[config.mk]
export PLATFORM = sky130hd
export DESIGN_NAME = param_demux_router
export DESIGN_NICKNAME = d
export VERILOG_FILES = /design/src/rtl/param_demux_router.sv
export SDC_FILE = /design/constraint.sdc
export NUM_CORES = 1
export LEC_CHECK = 0
export CORE_MARGIN = 1
export CORE_UTILIZATION = 38
export CTS_CLUSTER_DIAMETER = 80
export CTS_CLUSTER_SIZE = 12
export DETAILED_ROUTE_END_ITERATION = 16
export PLACE_DENSITY_LB_ADDON = 0.08
export SLEW_MARGIN = 40
export SYNTH_ARGS = -nofsm -noshare
export SYNTH_HDL_FRONTEND = slang
export SYNTH_SLANG_ARGS = --single-unit
[constraint.sdc]
create_clock -name clk -period 2.7 [get_ports clk]
set_clock_uncertainty 0.2 [all_clocks]
set_input_delay 0.81 -clock clk [delete_from_list [all_inputs] [get_ports clk]]
set_output_delay 0.81 -clock clk [all_outputs]
set_load 0.01 [all_outputs]
[src/rtl/param_demux_router.sv]
// Registered 1-to-N demultiplexer with a one-beat output slot per channel.
// Beats are routed to in_sel, broadcast to all channels, or dropped and counted.
module param_demux_router #(
    parameter int DATA_W = 8,
    parameter int N_CH   = 4,
    parameter int SEL_W  = 3,
    parameter int CNT_W  = 8
) (
    input  logic                     clk,
    input  logic                     rst,
    input  logic                     in_valid,
    output logic                     in_ready,
    input  logic [DATA_W-1:0]        in_data,
    input  logic [SEL_W-1:0]         in_sel,
    input  logic                     in_bcast,
    output logic [N_CH-1:0]          out_valid,
    input  logic [N_CH-1:0]          out_ready,
    output logic [N_CH*DATA_W-1:0]   out_data,
    output logic [CNT_W-1:0]         drop_cnt
);

    localparam logic [CNT_W-1:0] DROP_MAX = '1;

    logic [N_CH-1:0]              valid_q, valid_d;
    logic [N_CH-1:0][DATA_W-1:0]  data_q, data_d;
    logic [CNT_W-1:0]             drop_q, drop_d;
    logic [N_CH-1:0]              free, route_oh, load;
    logic [31:0]                  sel_ext;
    logic                         sel_ok;
    logic                         accept;

    function automatic logic [CNT_W-1:0] sat_inc(input logic [CNT_W-1:0] v);
        return (v == DROP_MAX) ? v : v + CNT_W'(1);
    endfunction

    always_comb begin
        sel_ext  = 32'(in_sel);
        sel_ok   = sel_ext < 32'(N_CH);
        // A slot being drained this cycle can take a new beat at the same edge.
        free     = ~valid_q | out_ready;
        route_oh = '0;
        for (int i = 0; i < N_CH; i++) begin
            route_oh[i] = sel_ok && (sel_ext == 32'(i));
        end

        if (rst) begin
            in_ready = 1'b0;
        end else if (in_bcast) begin
            in_ready = &free;
        end else if (sel_ok) begin
            in_ready = |(route_oh & free);
        end else begin
            in_ready = 1'b1;
        end

        accept  = in_valid & in_ready;
        load    = '0;
        valid_d = valid_q;
        data_d  = data_q;
        for (int i = 0; i < N_CH; i++) begin
            load[i]    = accept & (in_bcast | route_oh[i]);
            valid_d[i] = load[i] | (valid_q[i] & ~out_ready[i]);
            if (load[i]) begin
                data_d[i] = in_data;
            end
        end

        drop_d = (accept & ~in_bcast & ~sel_ok) ? sat_inc(drop_q) : drop_q;
    end

    // Output slot register stage
    always_ff @(posedge clk) begin
        if (rst) begin
            valid_q <= '0;
            data_q  <= '0;
            drop_q  <= '0;
        end else begin
            valid_q <= valid_d;
            data_q  <= data_d;
            drop_q  <= drop_d;
        end
    end

    assign out_valid = valid_q;
    assign out_data  = data_q;
    assign drop_cnt  = drop_q;

endmodule

==> metrics.md <==
| Metric | Value |
|---|---|
| GRT Overall Usage | 17.4% |
| Peak VDD IR | 0.000409 V |
| Largest net degree at the start of global routing | 54 |
| Pwr dens | 465 nW/um2 |
| Synth Flop Type | dfxtp_1 |
| Number of flops mapped to enable cells by yosys | 0 |
| Crit path max fanout | 3 |
| Arr. time, crit path | 1730 ps |
| Post-Syn Area | 2050 um2 |
| Initial Util | 39.9% |
| Crit path setup slack, layout | -38.3 ps |
| Grt ovf | 0 |
| Period minus WS final | 2740 ps |
| Routed len/inst | 13.4 um |
| Antenna violations before repair | 0 |
| Inserted Diodes | 0 |
| Iter 0 DRT Violations | 59 |
| Cts hold-fix bufs | 0 |
| Drt pass-1 iters | 4 |
| Filler instances | 488 |
| Number of routed nets with antenna violations | 0 |
| Clk buf depth | 2 |
| Nets | 303 |
| Sequential cell area fraction in the yosys report | 43.0% |
| TritonCTS clock tree | built |
| Max_slew headroom | 70.0% |
| Drt via density | 4.79 |
| Slew Limit Fails | 0 |
| Least-Margin Pin Slew | 450 ps |
| Status | finished, violations left |
| RSZ-0062 raised after global routing | true |
| Switching share of power | 26.2% |
| Met2 Track Usage GR | 28.0% |
| I/O pins | 64 |
| Core area | 5140 um2 |
| Vias in the first global route | 1,621 |
| Clock buffer count from CTS | 5 |
| Max cap viols | 0 |
| Violated checks | setup timing |
| Worst skew pair latency | 290 ps |
| DR DRC count | 0 |
| Setup-failing EPs final | 1 |
| Hold Crit Class | flop to flop |
| Routed wire length | 4730 um |
| Hold_ws | 276 ps |
| Post-layout util | 58.1% |
| CTS root buffer | clkbuf_8 |
| Clock Power Share | 28.9% |
| Endpoints failing hold | 0 |
| GR Util met3 | 5.69% |
| Switching power | 0.363 mW |
| Clock transition at path regs | 80 ps |
| Height of the die | 75.4 um |
| Critical path class | input port to output pin |
| DP HPWL | 3230 um |
| Leak pwr | 1.21 nW |
| Yosys cell types | 40 |
| Synthesized flop and latch total | 44 |
| First-pass GRT wire length | 7430 um |
| Syn_nets | 219 |
| Sequential power share | 50.6% |
| FFs w/ async S/R, synth | 0% |
| Maximum clock frequency | 365 MHz |
| GP Congestion | 0.776 |
| Routed vias | 1,690 |
| Share of post-route cells with drive strength above 1 | 18.0% |
| Grt peak-use layer | met2 |
| Syn Area/Cell | 10.3 um2 |
| Sink Count | 44 |
| Grt met1 use | 22.0% |
| Die area | 5690 um2 |
| Placement Rows | 26 |
| I/O Buffers | 63 |
| Combinational share of power | 20.5% |
| H-Tree Depth | 2 |
| Area Growth Syn to Fin | 45.6% |
| Setup crit start kind | input port |
| Warnings, synthesis | 0 |
| CP Capture Type | output pin |
| Cell count after synthesis | 199 |
| Internal Power | 1.02 mW |
| Die Span X | 75.4 um |
| Required @ worst endpoint | 1690 ps |
| Period utilization | 101% |
-- final timing paths --
| check | startpoint | to | slack (ps) | depth (start not counted) |
|---|---|---|---|---|
| setup reg to reg | drop_cnt[0]$_SDFFE_PP0P_ | drop_cnt[1]$_SDFFE_PP0P_ | 760 | 6 |
| hold / removal | out_data[19]$_SDFFE_PP0P_ | out_data[19]$_SDFFE_PP0P_ | 280 | 2 |
| hold reg to reg | out_data[19]$_SDFFE_PP0P_ | out_data[19]$_SDFFE_PP0P_ | 280 | 2 |
| setup / recovery | in_sel[1] | in_ready | -40 | 5 |
-- cells by family (layout without fill, tap and decap cells) --
family	count (synthesis)	in the layout	synth area share, %
buf+inv	14	98	3.66
simple gates	73	73	22.3
mux	34	34	16.6
fa+ha+maj	1	1	0.610
flops	44	44	43.0
compound gates	32	32	13.4
xor+xnor	1	1	0.427
-- state kept, by name, summed over array words and instances (netlist names) --
signal,flops
drop_cnt,8
out_data,32
out_valid,4
-- cell type report --
cell class / count / area (um2) / share of cell area (%)
inverters: 2 / 7.51 / 0.252
repair buffers: 89 / 823 / 27.6
clock inverters: 2 / 12.5 / 0.419
multi-input cells: 141 / 1100 / 37.0
well taps: 70 / 87.6 / 2.94
flip-flops and latches: 44 / 881 / 29.5
clock buffers: 5 / 68.8 / 2.31
-- cell usage after synthesis, drive strengths merged, types with 3 or more instances --
cell type	count	area, um2
nand2	4	15.0
nor2b	4	40.0
buf	6	45.0
nand2b	46	288
dfxtp	44	881
clkbuf	6	22.5
mux2i	34	340
o31ai	3	22.5
nand3	3	15.0
nor2	5	18.8
or3	3	18.8
o21ai	4	20.0
o2111ai	3	38.8
a21oi	8	40.0
-- cells in the final DEF (no fill, tap or decap), types with 3 or more instances in the layout --
master	netlist	routed
or3_1	3	3
buf_2	3	3
dfxtp_1	44	44
mux2i_1	34	34
clkdlybuf4s50_1	0	54
nand2b_1	46	46
o21ai_0	4	4
nor2_1	5	5
buf_4	1	24
buf_6	2	4
nand2_1	4	4
a21oi_1	8	8
o31ai_1	3	3
nand3_1	3	3
clkbuf_8	0	5
-- stage by stage --
step,TNS (ps),area (um2),power [mW],setup WS [ps],instances
2_1_floorplan,0,2050,0.854,45.9,199
3_3_place_gp,-6290,2880,0.999,-898,342
3_5_place_dp,-6420,2880,1.00,-913,342
4_1_cts,-55.8,2960,1.40,-55.8,351
5_1_grt,-127,2980,1.45,-90.5,353
6_report,-38.3,2980,1.39,-38.3,353
-- worst max-delay path, cell delays in order --
cell and delay [ps]:
buf_6 90, or2_4 240, o221a_1 240, a211oi_2 190, buf_2 160
-- power groups by stage --
| stage | Combinational (mW) | Clock [mW] | Sequential, mW |
|---|---|---|---|
| CTS | 0.282 | 0.420 | 0.702 |
| detailed placement | 0.283 | 0 | 0.717 |
| global placement | 0.283 | 0 | 0.716 |
| finish | 0.284 | 0.401 | 0.701 |
| floorplan | 0.122 | 0 | 0.732 |
| global route | 0.306 | 0.441 | 0.706 |
-- what timing repair did --
| item | 4_1_cts | 5_1_grt |
|---|---|---|
| setup endpoints to repair | 1 | 8 |
| setup buffers | 2 | 2 |
| resized for setup | 32 | 3 |
| pin swaps | 4 | 2 |
-- metal layers --
| metal | wire length [um] | up-vias |
|---|---|---|
| met5 | 0 | - |
| met4 | 43 | 0 |
| met3 | 285 | 6 |
| met2 | 2170 | 39 |
| met1 | 2230 | 778 |
| li1 | - | 867 |
No activity file was read; power rests on OpenSTA's default activity.
